## config.mk

```make
export PLATFORM = sky130hd
export DESIGN_NAME = mem_stage_flat
export DESIGN_NICKNAME = d
export VERILOG_FILES = /design/src/rtl/mem_stage_pkg.sv /design/src/rtl/mem_stage_if.sv /design/src/rtl/mem_wb_reg.sv /design/src/rtl/mem_stage.sv /design/src/flat_wrapper.sv
export SDC_FILE = /design/constraint.sdc
export NUM_CORES = 1
export LEC_CHECK = 0
export CORE_MARGIN = 2
export CORE_UTILIZATION = 25
export CTS_CLUSTER_DIAMETER = 120
export DETAILED_ROUTE_END_ITERATION = 10
export MAX_ROUTING_LAYER = met4
export PLACE_DENSITY = 0.56
export SLEW_MARGIN = 20
export SYNTH_ARGS = -nofsm -noshare
export SYNTH_HDL_FRONTEND = slang
export SYNTH_SLANG_ARGS = --single-unit
```

## constraint.sdc

```tcl
create_clock -name CLK -period 3.1 [get_ports CLK]
set_input_delay 0.62 -clock CLK [delete_from_list [all_inputs] [get_ports CLK]]
set_output_delay 0.62 -clock CLK [all_outputs]
set_load 0.05 [all_outputs]
```

## src/rtl/mem_stage_pkg.sv

```systemverilog
// mem_stage_pkg -- shared definitions for the MEM pipeline stage.
//   WORD_W          : datapath word width (32).
//   IDLE/ACCESS/DONE: FSM state encoding of the data-memory sequencer.
//   mem_wb_t        : contents of the MEM/WB pipeline register.
package mem_stage_pkg;

  localparam int WORD_W = 32;

  localparam logic [1:0] IDLE   = 2'd0;
  localparam logic [1:0] ACCESS = 2'd1;
  localparam logic [1:0] DONE   = 2'd2;

  typedef struct packed {
    logic [WORD_W-1:0] read_data;
    logic [WORD_W-1:0] alu_result;
    logic [4:0]        wreg_addr;
    logic              reg_write;
    logic              mem_to_reg;
  } mem_wb_t;

endpackage

```

## src/rtl/mem_stage_if.sv

```systemverilog
// mem_stage_if -- data-memory request/acknowledge bus.
//   DMem_req/we/addr/wdata : request side, driven by the MEM stage (master).
//   DMem_ack/rdata         : response side, driven by the memory (slave).
interface mem_stage_if;
  import mem_stage_pkg::*;

  logic              DMem_req;
  logic              DMem_we;
  logic [WORD_W-1:0] DMem_addr;
  logic [WORD_W-1:0] DMem_wdata;
  logic              DMem_ack;
  logic [WORD_W-1:0] DMem_rdata;

  modport master (
    output DMem_req, DMem_we, DMem_addr, DMem_wdata,
    input  DMem_ack, DMem_rdata
  );

  modport slave (
    input  DMem_req, DMem_we, DMem_addr, DMem_wdata,
    output DMem_ack, DMem_rdata
  );

endinterface

```

## src/rtl/mem_wb_reg.sv

```systemverilog
// mem_wb_reg -- MEM/WB pipeline register.
//   CLK, RST : clock, synchronous active-high reset (clears all fields).
//   load     : capture d.
//   bubble   : insert a bubble (clear write-back controls); wins over load.
//   d, q     : register input / output.
module mem_wb_reg
  import mem_stage_pkg::*;
(
  input  logic    CLK,
  input  logic    RST,
  input  logic    load,
  input  logic    bubble,
  input  mem_wb_t d,
  output mem_wb_t q
);

  // NOTE: sequential state is always written with <= so every register
  // samples pre-edge values regardless of statement order.
  always_ff @(posedge CLK) begin
    if (RST) begin
      q <= '0;
    end else if (bubble) begin
      // Data fields are don't-care in a bubble; only the controls matter.
      q.reg_write  <= 1'b0;
      q.mem_to_reg <= 1'b0;
    end else if (load) begin
      q <= d;
    end
  end

endmodule

```

## src/rtl/mem_stage.sv

```systemverilog
// mem_stage -- MEM pipeline stage: data-memory sequencer, PC redirect and
// MEM/WB register.
//   CLK, RST            : clock, synchronous active-high reset.
//   *4 / *_addr1 inputs : instruction fields from the EX/MEM register.
//   dmem                : data-memory bus (req/we/addr/wdata out, ack/rdata in).
//   Stall               : freeze upstream registers while a memory op runs.
//   PC_redirect/target  : jump or taken-branch redirect (jump has priority).
//   Misalign            : sticky flag, set by a non-word-aligned memory op.
//   *5 outputs          : MEM/WB register contents.
module mem_stage
  import mem_stage_pkg::*;
(
  input  logic              CLK,
  input  logic              RST,
  input  logic [WORD_W-1:0] ALUResult4,
  input  logic [WORD_W-1:0] WriteData4,
  input  logic [4:0]        Wreg_addr4,
  input  logic [WORD_W-1:0] Branch_addr1,
  input  logic [WORD_W-1:0] Jump_addr1,
  input  logic              PCSrc4,
  input  logic              JtoPC4,
  input  logic              Branch4,
  input  logic              RegWrite4,
  input  logic              MemWrite4,
  input  logic              MemRead4,
  input  logic              MemtoReg4,
  mem_stage_if.master       dmem,
  output logic              Stall,
  output logic              PC_redirect,
  output logic [WORD_W-1:0] PC_target,
  output logic              Misalign,
  output logic [WORD_W-1:0] ReadData5,
  output logic [WORD_W-1:0] ALUResult5,
  output logic [4:0]        Wreg_addr5,
  output logic              RegWrite5,
  output logic              MemtoReg5
);

  logic [1:0]        state;
  logic [WORD_W-1:0] rdata_q;
  logic              mem_op;
  logic              aligned;
  logic              wb_load;
  logic              wb_bubble;
  mem_wb_t           wb_d;
  mem_wb_t           wb_q;

  assign mem_op  = MemRead4 | MemWrite4;
  assign aligned = (ALUResult4[1:0] == 2'b00);

  // Sequencer. The EX/MEM register is frozen by Stall until DONE, so the
  // instruction inputs remain valid through the DONE cycle.
  always_ff @(posedge CLK) begin
    if (RST) begin
      state            <= IDLE;
      dmem.DMem_req    <= 1'b0;
      dmem.DMem_we     <= 1'b0;
      dmem.DMem_addr   <= '0;
      dmem.DMem_wdata  <= '0;
      Misalign         <= 1'b0;
      rdata_q          <= '0;
    end else begin
      case (state)
        IDLE: begin
          if (mem_op) begin
            if (aligned) begin
              state           <= ACCESS;
              dmem.DMem_req   <= 1'b1;
              dmem.DMem_we    <= MemWrite4;
              dmem.DMem_addr  <= ALUResult4;
              dmem.DMem_wdata <= WriteData4;
            end else begin
              Misalign <= 1'b1;
            end
          end
        end
        ACCESS: begin
          if (dmem.DMem_ack) begin
            rdata_q       <= dmem.DMem_rdata;
            dmem.DMem_req <= 1'b0;
            state         <= DONE;
          end
        end
        DONE:    state <= IDLE;
        default: state <= IDLE;
      endcase
    end
  end

  // NOTE: every signal assigned in always_comb gets a default first so no
  // path through the block can leave it unassigned and infer a latch.
  always_comb begin
    Stall     = 1'b0;
    wb_load   = 1'b0;
    wb_bubble = 1'b0;
    case (state)
      IDLE: begin
        Stall     = mem_op & aligned;
        // A misaligned op retires as a bubble without stalling.
        wb_bubble = mem_op;
        wb_load   = ~mem_op;
      end
      ACCESS: begin
        Stall     = 1'b1;
        wb_bubble = 1'b1;
      end
      DONE:    wb_load = 1'b1;
      default: ;
    endcase
  end

  always_comb begin
    wb_d            = '0;
    wb_d.alu_result = ALUResult4;
    wb_d.wreg_addr  = Wreg_addr4;
    wb_d.reg_write  = RegWrite4;
    wb_d.mem_to_reg = MemtoReg4;
    // Read+write together behaves as a store, so no read data is returned.
    if (state == DONE && MemRead4 && !MemWrite4) begin
      wb_d.read_data = rdata_q;
    end
  end

  assign PC_redirect = (JtoPC4 | (Branch4 & PCSrc4)) & (state == IDLE);
  assign PC_target   = JtoPC4 ? Jump_addr1 : Branch_addr1;

  mem_wb_reg u_mem_wb_reg (
    .CLK    (CLK),
    .RST    (RST),
    .load   (wb_load),
    .bubble (wb_bubble),
    .d      (wb_d),
    .q      (wb_q)
  );

  assign ReadData5  = wb_q.read_data;
  assign ALUResult5 = wb_q.alu_result;
  assign Wreg_addr5 = wb_q.wreg_addr;
  assign RegWrite5  = wb_q.reg_write;
  assign MemtoReg5  = wb_q.mem_to_reg;

endmodule

```

## src/flat_wrapper.sv

```systemverilog
// flat-port wrapper written by rule: the top's interface ports become plain ports
module mem_stage_flat import mem_stage_pkg::*;
  (CLK, RST, ALUResult4, WriteData4, Wreg_addr4, Branch_addr1, Jump_addr1, PCSrc4, JtoPC4, Branch4, RegWrite4, MemWrite4, MemRead4, MemtoReg4, Stall, PC_redirect, PC_target, Misalign, ReadData5, ALUResult5, Wreg_addr5, RegWrite5, MemtoReg5, dmem_DMem_req, dmem_DMem_we, dmem_DMem_addr, dmem_DMem_wdata, dmem_DMem_ack, dmem_DMem_rdata);
  mem_stage_if dmem_i ();
  input  logic CLK;
  input  logic RST;
  input  logic [WORD_W-1:0] ALUResult4;
  input  logic [WORD_W-1:0] WriteData4;
  input  logic [4:0] Wreg_addr4;
  input  logic [WORD_W-1:0] Branch_addr1;
  input  logic [WORD_W-1:0] Jump_addr1;
  input  logic PCSrc4;
  input  logic JtoPC4;
  input  logic Branch4;
  input  logic RegWrite4;
  input  logic MemWrite4;
  input  logic MemRead4;
  input  logic MemtoReg4;
  output logic Stall;
  output logic PC_redirect;
  output logic [WORD_W-1:0] PC_target;
  output logic Misalign;
  output logic [WORD_W-1:0] ReadData5;
  output logic [WORD_W-1:0] ALUResult5;
  output logic [4:0] Wreg_addr5;
  output logic RegWrite5;
  output logic MemtoReg5;
  output wire logic [$bits(dmem_i.DMem_req)-1:0] dmem_DMem_req;
  output wire logic [$bits(dmem_i.DMem_we)-1:0] dmem_DMem_we;
  output wire logic [$bits(dmem_i.DMem_addr)-1:0] dmem_DMem_addr;
  output wire logic [$bits(dmem_i.DMem_wdata)-1:0] dmem_DMem_wdata;
  input wire logic [$bits(dmem_i.DMem_ack)-1:0] dmem_DMem_ack;
  input wire logic [$bits(dmem_i.DMem_rdata)-1:0] dmem_DMem_rdata;
  assign dmem_DMem_req = dmem_i.DMem_req;
  assign dmem_DMem_we = dmem_i.DMem_we;
  assign dmem_DMem_addr = dmem_i.DMem_addr;
  assign dmem_DMem_wdata = dmem_i.DMem_wdata;
  assign dmem_i.DMem_ack = dmem_DMem_ack;
  assign dmem_i.DMem_rdata = dmem_DMem_rdata;
  mem_stage u_core (.CLK(CLK), .RST(RST), .ALUResult4(ALUResult4), .WriteData4(WriteData4), .Wreg_addr4(Wreg_addr4), .Branch_addr1(Branch_addr1), .Jump_addr1(Jump_addr1), .PCSrc4(PCSrc4), .JtoPC4(JtoPC4), .Branch4(Branch4), .RegWrite4(RegWrite4), .MemWrite4(MemWrite4), .MemRead4(MemRead4), .MemtoReg4(MemtoReg4), .dmem(dmem_i), .Stall(Stall), .PC_redirect(PC_redirect), .PC_target(PC_target), .Misalign(Misalign), .ReadData5(ReadData5), .ALUResult5(ALUResult5), .Wreg_addr5(Wreg_addr5), .RegWrite5(RegWrite5), .MemtoReg5(MemtoReg5));
endmodule
```

## After elaboration in Yosys (flattened, before gate mapping)

Cells that the tools add are included.

| word-level totals | value |
|---|---|
| memory bits (writable) | 0 |
| flip-flop bits (word level) | 172 |
| output and inout port bits | 172 |
| bits in latches | 0 |
| word-level logic and storage cells | 51 |
| bits in read-only memories | 0 |
| memories kept | 0 |

| operators by class | value |
|---|---|
| shift operators | 0 |
| order comparisons | 0 |
| div/mod/pow operators | 0 |
| muxes and demuxes | 13 |
| equality and inequality tests | 5 |
| bitwise gates (word level) | 8 |
| reduce and logical (&&, ||, !) cells | 13 |
| add/sub/neg operators | 0 |
| multiply operators | 0 |

Operator list:

| operator | number |
|---|---|
| 32-bit 2-to-1 mux | 2 |
| 3-bit AND reduction | 3 |
| 1-bit one-hot mux with 2 select lines | 4 |
| 2-bit 2-to-1 mux | 3 |
| 2-bit zero test | 2 |
| 2-bit by 1-bit inequality test with 1-bit output, second input constant | 2 |
| 2-bit one-hot mux with 2 select lines | 1 |
| 2-bit AND reduction | 2 |
| 4-bit AND reduction | 1 |
| 1-bit AND | 3 |
| 1-bit 2-to-1 mux | 3 |
| 1-bit NOT | 3 |
| 2-bit by 1-bit == test with 1-bit output, second input constant | 1 |
| 2-bit == test, second input constant | 1 |
| 1-bit logical AND | 2 |
| 2-bit inequality test, second input constant | 1 |
| 1-bit bitwise OR | 2 |
| 2-bit nonzero test | 1 |
| 2-bit OR reduction | 1 |
| 1-bit zero test | 1 |

## Logic depth before layout (Yosys ltp)

| depth | value |
|---|---|
| word-level depth | 4 |
| depth in mapped cells | 6 |
| depth with buffers taken out | 3 |

## Hierarchy

A second synthesis with hierarchy kept.

| second synthesis, totals | value |
|---|---|
| cells, all modules | 838 |
| area, all modules | 8029.0 um^2 |

Modules (own cells, without submodules):

| module | area each (um^2) | times used | cells each | seq. area each (um^2) |
|---|---|---|---|---|
| mem_stage | 4775.8 | 1 | 517 | 2021.9 |
| mem_wb_reg | 3253.1 | 1 | 321 | 1421.4 |

## Worst setup path before layout

Ideal clock, no wire load.

| timing path | value |
|---|---|
| path kind | input to output |
| start point | input JtoPC4 |
| end point | output PC_redirect |
| data arrival time | 2.144 ns |
| data required time | 2.480 ns |
| slack | 0.336 ns |
| cell stages on the path | 4 |
| buffers on the path | 2 |
| cells stage by stage | clkbuf_1 -> buf_2 -> a21oi_1 -> nor3_1 |

| on the way | value |
|---|---|
| word-level cells in the longest chain between the ends | 2 |

RTL lines:

| element | RTL line | source |
|---|---|---|
| start, declared | flat_wrapper.sv:13 | `input logic JtoPC4;` |
| 1-bit bitwise OR | mem_stage.sv:124 | `assign PC_redirect = (JtoPC4 \| (Branch4 & PCSrc4)) & (state == IDLE);` |
| 1-bit AND | mem_stage.sv:124 |  |
| end, declared | flat_wrapper.sv:20 | `output logic PC_redirect;` |

Every way passes these cells.

## Worst setup path in the final report

| timing path | value |
|---|---|
| start point | input MemWrite4 |
| end point | output Stall |

| on the way | value |
|---|---|
| word-level cells in the longest chain between the ends | 3 |

RTL lines:

| element | RTL line | source |
|---|---|---|
| start, declared | flat_wrapper.sv:16 | `input logic MemWrite4;` |
| 1-bit bitwise OR | mem_stage.sv:48 | `assign mem_op = MemRead4 \| MemWrite4;` |
| 1-bit AND | mem_stage.sv:98 | `Stall = mem_op & aligned;` |
| 1-bit one-hot mux with 2 select lines | mem_stage.sv:96 | `case (state)` |
| end, declared | flat_wrapper.sv:19 | `output logic Stall;` |

Every way passes these cells.

==> impl_metrics.sql <==
INSERT INTO impl_metrics (metric_group, metric, value, unit) VALUES
('flow_run', 'max_cap_viol_count', '0', ''),
('route', 'met3_wirelength', '1.780', 'mm'),
('timing', 'tightest_slew', '0.7500', 'ns'),
('synth', 'yosysTopAreaCell', 'sky130_fd_sc_hd__dfxtp_1', ''),
('worst_setup_path', 'r2r_setup_slack', '1.25', 'ns'),
('timing', 'maxSlewHeadroom', '49.90', '%'),
('final_layout', 'area_growth_syn_to_layout', '65.88', '%'),
('grt', 'wire_length_of_the_first_global_routing_pass', '36.43', 'mm'),
('place', 'place.detailed.hpwl', '17.48', 'mm'),
('route', 'wire_per_inst', '16.82', 'microns'),
('timing', 'final_critical_path_setup_slack', '0.4214', 'ns'),
('pwr', 'report.power.total', '5.727', 'mW'),
('clocking', 'cts_max_path_buffers', '2', ''),
('route', 'antenna_left', '0', ''),
('die', 'floorplan.initialDensity', '25.51', '%'),
('route', 'routed-wl-met2', '12.18', 'mm'),
('final_layout', 'layout-drive-gt1-share', '11.76', '%'),
('die', 'floorplan.io_pins', '347', ''),
('run_status', 'result_of_the_run', 'complete, no violations', ''),
('worst_setup_path', 'critPathTopFamily', 'buffers and inverters', ''),
('place', 'globalplace.congestion', '0.7697', ''),
('timing', 'layout_worst_path_cycle_share', '86.41', '%'),
('synth', 'ys_seq_elements', '172', ''),
('final_layout', 'utilization', '42.32', '%'),
('worst_setup_path', 'end_kind', 'output pin', ''),
('hold_path', 'hp-start', 'u_core.rdata_q[17]$_SDFFE_PP0P_', ''),
('pwr', 'seq_power_share', '40.7', '%'),
('clocking', 'post_cts.repair.setup_buffers', '0', ''),
('pwr', 'power.clock.fraction', '37.3', '%'),
('route', 'firstDrtPassIters', '4', ''),
('place', 'io_buffers', '346', ''),
('final_layout', 'antennaDiodeCount', '0', ''),
('route', 'vias_per_cell', '4.255', ''),
('worst_setup_path', 'reg2regPathDepth', '4', ''),
('grt', 'grt_start_max_net_pins', '128', ''),
('hold_path', 'hold_path_end', 'u_core.rdata_q[17]$_SDFFE_PP0P_', ''),
('synth', 'synth_cells', '692', ''),
('die', 'die_width', '172.6', 'microns'),
('worst_setup_path', 'critPathRequiredTime', '2.48', 'ns'),
('route', 'postRouteWirelength', '23.66', 'mm'),
('worst_setup_path', 'crit_path_cell_trace', 'clkdlybuf4s50_1 > or2_1 > a21oi_1 > nor2_1 > buf_12', ''),
('route', 'detailroute.via_count', '5987', ''),
('worst_setup_path', 'worstPathBufferInverterCount', '2', ''),
('route', 'dr.max_layer_used', 'met4', ''),
('hold_path', 'min-delay-path-class', 'reg -> reg', ''),
('worst_setup_path', 'path_max_fanout', '5', ''),
('clocking', 'cts_tree', 'yes', ''),
('synth', 'mappedNetlistArea', '0.007107', 'sq mm'),
('pwr', 'power_leakage', '4.367', 'nW'),
('pwr', 'switching_power', '1.755', 'mW'),
('timing', 'report.final.slew_viol_count', '0', ''),
('worst_setup_path', 'path_class', 'in -> out', ''),
('hold_path', 'hold_path_depth', '2', ''),
('pwr', 'power.internal', '3.972', 'mW'),
('grt', 'antenna_found_initial', '0', ''),
('synth', 'synth-warning-count', '0', ''),
('worst_setup_path', 'timing.critical_path.slowest_stage_cell', 'sky130_fd_sc_hd__clkdlybuf4s50_1', ''),
('pwr', 'combPwrFrac', '21.9', '%'),
('timing', 'fin_skew', '0.01706', 'ns'),
('worst_setup_path', 'rr_endpoint', 'u_core.dmem.DMem_wdata[30]$_SDFFE_PP0P_', ''),
('worst_setup_path', 'worstSetupStartpointType', 'input port', ''),
('clocking', 'post_cts.resized_instances', '0', ''),
('timing', 'grt_setup_unrepaired', 'false', ''),
('worst_setup_path', 'critical_path.reg2reg.startpoint', 'u_core.state[0]$_SDFFE_PP0P_', ''),
('die', 'floorplan.die_area', '0.02979', 'sq mm'),
('final_layout', 'finalNetCount', '1191', ''),
('timing', 'report.final.setup_viol', '0', ''),
('pwr', 'power_density_over_the_cells', '485.8', 'mW/mm^2'),
('grt', 'grt_pass1_vias', '6266', ''),
('die', 'placement_rows', '61', ''),
('timing', 'total_count_of_hold_check_failures_in_the_final_report', '0', '');
## stage by stage
stage               cell area, sq um  hold slack (ns)  cells
floorplan                       7107           0.4366    692
global placement               11190           0.4423   1375
detailed placement             11190           0.4468   1375
CTS                            11790           0.4573   1407
global route                   11790           0.4728   1407
finish                         11790           0.4560   1407
## cells in the mapped netlist
master,number
sky130_fd_sc_hd__nor3b_2,2
sky130_fd_sc_hd__nor4_4,1
sky130_fd_sc_hd__dfxtp_1,172
sky130_fd_sc_hd__or3_1,1
sky130_fd_sc_hd__a21oi_1,39
sky130_fd_sc_hd__buf_6,2
sky130_fd_sc_hd__and3b_1,1
sky130_fd_sc_hd__or2_1,1
sky130_fd_sc_hd__nor2_1,5
sky130_fd_sc_hd__o21bai_1,1
sky130_fd_sc_hd__mux2_2,32
sky130_fd_sc_hd__and3_4,1
sky130_fd_sc_hd__buf_2,16
sky130_fd_sc_hd__a22o_1,32
sky130_fd_sc_hd__nor3_1,1
sky130_fd_sc_hd__nand3b_1,1
sky130_fd_sc_hd__a21oi_4,1
sky130_fd_sc_hd__nand2_1,66
sky130_fd_sc_hd__mux2i_1,92
sky130_fd_sc_hd__inv_1,1
sky130_fd_sc_hd__nand4b_1,8
sky130_fd_sc_hd__or2_2,1
sky130_fd_sc_hd__buf_4,3
sky130_fd_sc_hd__nand2b_1,163
sky130_fd_sc_hd__inv_2,1
sky130_fd_sc_hd__clkbuf_1,28
sky130_fd_sc_hd__nand3_1,5
sky130_fd_sc_hd__a31oi_1,1
sky130_fd_sc_hd__o21ai_1,8
sky130_fd_sc_hd__buf_12,6
## worst register-to-register path, cell delays in order, from the launching register on
cell and delay [ns]:
sky130_fd_sc_hd__dfxtp_1 0.49, sky130_fd_sc_hd__nor2_1 0.29, sky130_fd_sc_hd__and3_4 0.54, sky130_fd_sc_hd__buf_4 0.26
sky130_fd_sc_hd__mux2i_1 0.21
## cells by family after synthesis
kind of cell	after synthesis	share of synthesized area (%)
compound gates	82	7.676
mux	124	18.03
buf+inv	57	5.035
flops	172	48.45
simple gates	257	20.81
## registers in the layout, summed over array words and instances, names as in the netlist
register and flops:
u_core.u_mem_wb_reg.q 71, u_core.dmem.DMem_addr 32, u_core.dmem.DMem_wdata 32, u_core.rdata_q 32, u_core.state 2, u_core.Misalign 1
u_core.dmem.DMem_req 1, u_core.dmem.DMem_we 1
## power by group through the flow
stage | Clock, mW | Sequential, mW | Combinational [mW]
2_1_floorplan | 0 | 2.62 | 0.432
3_3_place_gp | 0 | 2.38 | 1.27
3_5_place_dp | 0 | 2.38 | 1.27
4_1_cts | 2.22 | 2.33 | 1.27
5_1_grt | 2.31 | 2.34 | 1.32
6_report | 2.14 | 2.33 | 1.26
## worst max-delay path by stage
stage	from	end	slack (ns)	cells past startpoint
2_1_floorplan	JtoPC4	PC_redirect	0.34	4
5_1_grt	MemWrite4	Stall	0.36	5
3_5_place_dp	MemWrite4	Stall	0.41	5
4_1_cts	MemWrite4	Stall	0.40	5
3_3_place_gp	MemWrite4	Stall	0.42	5
6_report	MemWrite4	Stall	0.42	5
## routing by layer
| metal | up-vias | global-route usage (%) |
|---|---|---|
| li1 | 2974 | - |
| met1 | 2768 | 17.97 |
| met2 | 230 | 28.28 |
| met3 | 15 | 5.079 |
| met4 | 0 | 4.060 |
| met5 | - | - |
## placed cells by master (no fill, tap or decap), types with 2 or more instances in the layout
cell,n
sky130_fd_sc_hd__nand2_1,66
sky130_fd_sc_hd__a22o_1,32
sky130_fd_sc_hd__inv_8,6
sky130_fd_sc_hd__clkinv_4,3
sky130_fd_sc_hd__clkbuf_16,17
sky130_fd_sc_hd__nand2b_1,163
sky130_fd_sc_hd__nand4b_1,8
sky130_fd_sc_hd__clkinv_8,4
sky130_fd_sc_hd__nand3_1,5
sky130_fd_sc_hd__a21oi_1,38
sky130_fd_sc_hd__dfxtp_1,172
sky130_fd_sc_hd__buf_12,38
sky130_fd_sc_hd__clkinvlp_4,2
sky130_fd_sc_hd__mux2_2,32
sky130_fd_sc_hd__buf_4,11
sky130_fd_sc_hd__o21ai_1,8
sky130_fd_sc_hd__clkdlybuf4s50_1,311
sky130_fd_sc_hd__nor2_1,5
sky130_fd_sc_hd__nor3b_2,2
sky130_fd_sc_hd__mux2i_1,92
## layout make-up
class,count,area (sq um)
Clock buffer,17,425.4
Clock inverter,15,173.9
Fill cell,2663,16070
Inverter,2,7.507
Multi-Input combinational cell,463,3309
Sequential cell,172,3443
Tap cell,378,473.0
Timing Repair Buffer,360,3956
(Power assumes the default switching activity.)
